===== config.mk =====
export PLATFORM = sky130hd
export DESIGN_NAME = pic16f84_qphase_decoder
export DESIGN_NICKNAME = d
export VERILOG_FILES = /design/src/rtl/pic16f84_pkg.sv /design/src/rtl/pic16f84_q_encode.sv /design/src/rtl/pic16f84_qphase_decoder.sv
export SDC_FILE = /design/constraint.sdc
export NUM_CORES = 1
export LEC_CHECK = 0
export BUFFER_PORTS_ARGS = -buffer_cell sky130_fd_sc_hd__buf_2
export CORE_ASPECT_RATIO = 0.75
export CORE_MARGIN = 1.5
export CORE_UTILIZATION = 30
export CTS_BUF_LIST = sky130_fd_sc_hd__clkbuf_4 sky130_fd_sc_hd__clkbuf_8
export DETAILED_ROUTE_END_ITERATION = 10
export RECOVER_POWER = 25
export SKIP_CTS_REPAIR_TIMING = 1
export SLEW_MARGIN = 20
export SYNTH_ARGS = -nofsm -noshare
export SYNTH_HDL_FRONTEND = slang
export SYNTH_SLANG_ARGS = --single-unit

===== constraint.sdc =====
create_clock -name clk -period 4.87 [get_ports clk]
set_clock_uncertainty 0.05 [all_clocks]
set_input_delay 0.974 -clock clk [delete_from_list [all_inputs] [get_ports clk]]
set_output_delay 0.974 -clock clk [all_outputs]
set_load 0.05 [all_outputs]

===== src/rtl/pic16f84_pkg.sv =====
// Shared types and constants for the PIC16F84 Q-phase decoder.
// Phase encoding, FSM states, fault codes and the clk_out table.
package pic16f84_pkg;

    typedef enum logic [1:0] {
        PH_Q1 = 2'd0,
        PH_Q2 = 2'd1,
        PH_Q3 = 2'd2,
        PH_Q4 = 2'd3
    } phase_e;

    typedef enum logic [1:0] {
        ST_ACQUIRE = 2'd0,
        ST_LOCKED  = 2'd1,
        ST_FAULT   = 2'd2
    } state_e;

    localparam logic [2:0] ERR_NONE   = 3'd0;
    localparam logic [2:0] ERR_ONEHOT = 3'd1;
    localparam logic [2:0] ERR_ORDER  = 3'd2;
    localparam logic [2:0] ERR_CLKOUT = 3'd3;
    localparam logic [2:0] ERR_PWR    = 3'd4;

    // Bit i is the expected clk_out level during phase i (high in Q1,Q2).
    localparam logic [3:0] CLKOUT_TABLE = 4'b0011;

    function automatic logic clk_out_exp(input logic [1:0] ph);
        logic [3:0] tbl;
        tbl = CLKOUT_TABLE;
        return tbl[ph];
    endfunction

endpackage


===== src/rtl/pic16f84_q_encode.sv =====
// One-hot Q-line encoder: {q4,q3,q2,q1} -> {valid, phase}.
// Zero-hot and multi-hot inputs report valid=0.
module pic16f84_q_encode
    import pic16f84_pkg::*;
(
    input  logic [3:0] q,
    output logic       valid,
    output logic [1:0] phase
);

    // Map exactly-one-hot patterns to a phase index.
    always_comb begin
        valid = 1'b1;
        phase = PH_Q1;
        case (q)
            4'b0001: phase = PH_Q1;
            4'b0010: phase = PH_Q2;
            4'b0100: phase = PH_Q3;
            4'b1000: phase = PH_Q4;
            default: valid = 1'b0;
        endcase
    end

endmodule


===== src/rtl/pic16f84_qphase_decoder.sv =====
// Q-phase sequence decoder: acquires lock on the Q1..Q4 stream,
// counts instruction cycles and reports phase/clk_out/power faults.
module pic16f84_qphase_decoder
    import pic16f84_pkg::*;
#(
    parameter int         LOCK_CYCLES = 2,
    parameter logic [3:0] VDD_MIN     = 4'h4
) (
    input  logic        clk,
    input  logic        mclr,
    input  logic [3:0]  vdd,
    input  logic [3:0]  vss,
    input  logic        q1,
    input  logic        q2,
    input  logic        q3,
    input  logic        q4,
    input  logic        clk_out,
    output logic [1:0]  phase,
    output logic        locked,
    output logic        cycle_strobe,
    output logic [15:0] instr_count,
    output logic        err,
    output logic [2:0]  err_code,
    output logic [7:0]  err_count
);

    localparam int AW = (LOCK_CYCLES > 1) ? $clog2(LOCK_CYCLES) : 1;

    state_e         state, st_n;
    logic [AW-1:0]  acq_cnt, acq_n;
    logic           trk, trk_n;
    logic [15:0]    instr_q, instr_n;
    logic [1:0]     ph_n;
    logic           strobe_n, err_n, locked_n;
    logic [2:0]     code_n;
    logic [7:0]     cnt_n, cnt_inc;
    logic           enc_valid;
    logic [1:0]     enc_ph, exp_ph;
    logic           pwr_fail, is_q1;

    pic16f84_q_encode u_enc (
        .q     ({q4, q3, q2, q1}),
        .valid (enc_valid),
        .phase (enc_ph)
    );

    assign instr_count = instr_q;
    assign pwr_fail    = (vdd < VDD_MIN) || (vss != 4'h0);
    assign exp_ph      = phase + 2'd1;
    assign is_q1       = enc_valid && (enc_ph == PH_Q1);
    assign cnt_inc     = (err_count == 8'hFF) ? 8'hFF : err_count + 8'd1;

    // Next-state, fault classification and counter updates.
    always_comb begin
        st_n     = state;
        acq_n    = acq_cnt;
        trk_n    = trk;
        instr_n  = instr_q;
        ph_n     = enc_valid ? enc_ph : phase;
        strobe_n = 1'b0;
        err_n    = 1'b0;
        code_n   = err_code;
        cnt_n    = err_count;
        if (pwr_fail) begin
            st_n  = ST_ACQUIRE;
            acq_n = '0;
            trk_n = 1'b0;
            if (state == ST_LOCKED) begin
                err_n  = 1'b1;
                code_n = ERR_PWR;
                cnt_n  = cnt_inc;
            end
        end else begin
            case (state)
                ST_ACQUIRE: begin
                    if (trk && enc_valid && enc_ph == exp_ph) begin
                        if (enc_ph == PH_Q4) begin
                            if (acq_cnt == AW'(LOCK_CYCLES - 1)) begin
                                st_n  = ST_LOCKED;
                                acq_n = '0;
                                trk_n = 1'b0;
                            end else begin
                                acq_n = acq_cnt + AW'(1);
                            end
                        end
                    end else begin
                        trk_n = is_q1;
                        acq_n = '0;
                    end
                end
                ST_LOCKED: begin
                    if (!enc_valid) begin
                        err_n  = 1'b1;
                        code_n = ERR_ONEHOT;
                    end else if (enc_ph != exp_ph) begin
                        err_n  = 1'b1;
                        code_n = ERR_ORDER;
                    end else if (clk_out != clk_out_exp(enc_ph)) begin
                        err_n  = 1'b1;
                        code_n = ERR_CLKOUT;
                    end else if (enc_ph == PH_Q4) begin
                        strobe_n = 1'b1;
                        instr_n  = instr_q + 16'd1;
                    end
                    if (err_n) begin
                        st_n  = ST_FAULT;
                        cnt_n = cnt_inc;
                    end
                end
                ST_FAULT: begin
                    if (is_q1) begin
                        st_n  = ST_ACQUIRE;
                        trk_n = 1'b1;
                        acq_n = '0;
                    end
                end
                default: begin
                    st_n  = ST_ACQUIRE;
                    acq_n = '0;
                    trk_n = 1'b0;
                end
            endcase
        end
        locked_n = (st_n == ST_LOCKED);
    end

    // State and output registers; mclr overrides everything.
    always_ff @(posedge clk) begin
        if (mclr) begin
            state        <= ST_ACQUIRE;
            acq_cnt      <= '0;
            trk          <= 1'b0;
            phase        <= PH_Q1;
            locked       <= 1'b0;
            cycle_strobe <= 1'b0;
            instr_q      <= 16'd0;
            err          <= 1'b0;
            err_code     <= ERR_NONE;
            err_count    <= 8'd0;
        end else begin
            state        <= st_n;
            acq_cnt      <= acq_n;
            trk          <= trk_n;
            phase        <= ph_n;
            locked       <= locked_n;
            cycle_strobe <= strobe_n;
            instr_q      <= instr_n;
            err          <= err_n;
            err_code     <= code_n;
            err_count    <= cnt_n;
        end
    end

endmodule


==> flow_metrics.py <==
metrics = {
    "outcome": {
        "status": "finished, final reports clean",
    },
    "routing": {
        "vias_per_cell": 5.338,
        "wl_um": 4870,
        "final_antenna_net_count": 0,
        "wl_per_cell_um": 13.49,
        "num_vias": 1927,
        "drc_errors": 0,
        "first_iter_violations": 155,
        "first_pass_iters": 4,
    },
    "placement": {
        "dp_hpwl_um": 3468,
        "place.gp.congestion": 0.7521,
        "port-buffer-count": 44,
        "dp_cells": 353,
    },
    "worst_setup_path": {
        "crit_required_ns": 4.99,
        "r2r_start": "phase[1]",
        "crit_path_start_kind": "input pin",
        "endpoint_kind": "register",
        "r2r-end": "instr_count[14]",
        "startpoint": "q3",
        "cpPeakStageDelay_ns": 0.79,
        "r2r_slack_ns": 2.45,
        "path_max_fanout": 14,
        "slowest_stage": "or4b_1",
        "critPathKind": "in -> reg",
        "crit_chain": "clkbuf_1 > or4b_1 > nor2_4 > o21ai_1 > a211oi_2 > nand4_1 > mux2_1",
        "rr_worst_depth": 5,
        "critPathCapture": "instr_count[14]",
        "arrival_ns": 3.48,
    },
    "finish": {
        "layout_commonest_cell": "dfxtp_1",
        "fin_nets": 296,
        "final_cell_mix": "36 x dfxtp_1, 28 x buf_2, 21 x nor2_1, 19 x a21oi_1, 16 x clkbuf_1",
        "postLayoutCoreUtil_pct": 37.01,
        "instances_no_fill": 361,
        "antenna_cells": 0,
        "area_growth_pct": 17.17,
        "drive_gt1_share_pct": 17.14,
    },
    "timing": {
        "finalCritPeriodShare_pct": 69.07,
        "timing.final.max_slew_violations": 0,
        "fmax_mhz": 297.3,
        "fin_setup_tns_ns": 0,
        "grt_setup_unrepaired": "no",
        "maxSlewHeadroom_pct": 52.27,
        "tightest_slew_ns": 0.7145,
        "finalSetupViolations": 0,
        "period_needed_ns": 3.364,
        "hold_slack_ns": 0.4215,
        "final-hold-violation-count": 0,
    },
    "global_route": {
        "grt_use_met3_pct": 3.759,
        "overflow": 0,
        "grtUsageMet1_pct": 20.31,
        "grt.busiest_layer": "met1",
        "grtUsageMet2_pct": 20.08,
        "grt_max_degree": 37,
        "grt_antenna_before_repair": 0,
        "grt_pass1_vias": 1731,
        "track_usage_pct": 13.93,
        "grt_first_pass_wirelength_um": 8335,
    },
    "yosys": {
        "synthesis.area_um2": 2026,
        "ys.flop_type": "dfxtp_1",
        "synth_cell_types": 59,
        "synthCells": 242,
        "synth_nets": 259,
        "async_flop_share_pct": 0,
        "avgSynthCellArea_um2": 8.371,
        "ys_seq_area_share_pct": 35.58,
        "synth_edf_count": 0,
        "synth-seq-cells": 36,
        "yosys_warnings": 0,
    },
    "die": {
        "die-area_um2": 7260,
        "initial_utilization_pct": 31.59,
        "io_pins": 47,
        "rows": 25,
        "core_region_area_um2": 6412,
        "die_w_um": 97.89,
        "die_h_um": 74.17,
    },
    "clocking": {
        "cts_sinks": 36,
        "cts.clk_slew.worst_paths_ns": 0.07,
        "clockBufferDepth": 2,
        "cts_root_buf": "clkbuf_8",
        "cts_tree": "built",
        "numCtsBuffers": 5,
        "clkLatencyLatePin_ns": 0.29,
        "htree_levels": 2,
    },
    "pwr": {
        "max-vdd-ir-drop_v": 0.0001386,
        "leakagePower_nw": 0.8493,
        "p_total_mw": 0.6118,
        "powerDensity_nw_per_um2": 257.8,
    },
    "worst_hold_path": {
        "hp-class": "reg -> reg",
    },
    "flow_run": {
        "max_cap_viol_count": 0,
    },
}
## final cells by class
| cell class | count | area, um^2 |
|---|---|---|
| Tap cell | 81 | 101.3 |
| Clock buffer | 6 | 76.32 |
| Sequential cell | 36 | 720.7 |
| Clock inverter | 2 | 35.03 |
| Inverter | 6 | 22.52 |
| Multi-Input combinational cell | 186 | 1217 |
| Fill cell | 679 | 4039 |
| Timing Repair Buffer | 44 | 200.2 |
## metrics by stage
step	area, um^2	setup WS [ns]
2_1_floorplan	2026	2.054
3_3_place_gp	2282	1.320
3_5_place_dp	2282	1.288
4_1_cts	2394	1.579
5_1_grt	2374	1.264
6_report	2374	1.506
## how the worst min path moves through the flow
| stage | start | slack [ns] | cells past startpoint | end |
|---|---|---|---|---|
| after global routing | trk | 0.45 | 2 | trk |
| after floorplan | trk | 0.39 | 2 | trk |
| after detailed placement | trk | 0.42 | 2 | trk |
| final | trk | 0.42 | 2 | trk |
| after global placement | trk | 0.41 | 2 | trk |
| after CTS | trk | 0.43 | 2 | trk |
## critical path: cells and delay by family
family / cells / cell delay (ns)
and+or+nand+nor: 3 / 1.15
AOI/OAI and AO/OA: 2 / 0.79
muxes: 1 / 0.35
buffers and inverters: 1 / 0.21
## flip-flops by register name, indices dropped and copies added (netlist names)
register / flops
instr_count: 16
err_count: 8
err_code: 3
phase: 2
state: 2
acq_cnt: 1
cycle_strobe: 1
err: 1
locked: 1
trk: 1
## cells by family after synthesis
family	Yosys count	share of synthesized area, %
adders and majority gates	2	1.235
AOI/OAI and AO/OA	73	25.39
DFF	36	35.58
buffers and inverters	20	4.323
and+or+nand+nor	101	28.60
muxes	5	2.718
xor gates and xnor gates	5	2.162
## layer usage
| metal | routed length [um] | part of all wire (%) |
|---|---|---|
| met1 | 2572 | 53 |
| met4 | 23 | 0.47 |
| met2 | 1983 | 41 |
| met5 | 0 | 0 |
| met3 | 291 | 6.0 |
## synthesized netlist by cell type, types with 2 or more instances
library cell / n / area, um^2
or4_1: 5 / 37.54
and3_1: 5 / 31.28
o21ai_1: 6 / 30.03
clkbuf_1: 7 / 26.28
o211ai_1: 2 / 15.01
nand2_1: 13 / 48.80
xnor2_1: 3 / 26.28
inv_1: 6 / 22.52
nor4b_1: 2 / 17.52
a211oi_1: 4 / 30.03
ha_1: 2 / 25.02
nor2_1: 21 / 78.83
nor3_1: 12 / 60.06
xor2_1: 2 / 17.52
o2111ai_1: 2 / 17.52
nand3_1: 8 / 40.04
buf_4: 2 / 15.01
a21oi_1: 19 / 95.09
a221oi_1: 2 / 17.52
or3_1: 4 / 25.02
a31oi_1: 6 / 37.54
nand2b_1: 2 / 12.51
dfxtp_1: 36 / 720.7
or4b_1: 2 / 20.02
o21ai_0: 9 / 45.04
nand4_1: 6 / 37.54
buf_2: 4 / 20.02
and2_1: 2 / 12.51
nor2b_1: 6 / 37.54
mux2_1: 4 / 45.04
o21a_1: 3 / 22.52
o31ai_1: 6 / 45.04
nor4_1: 3 / 18.77
## power by group
part | switching [mW] | internal [mW]
sequential | 0.00356 | 0.296
combinational | 0.0319 | 0.0144
clock | 0.109 | 0.158
total | 0.144 | 0.468
Power figures use the tool's default switching activity.
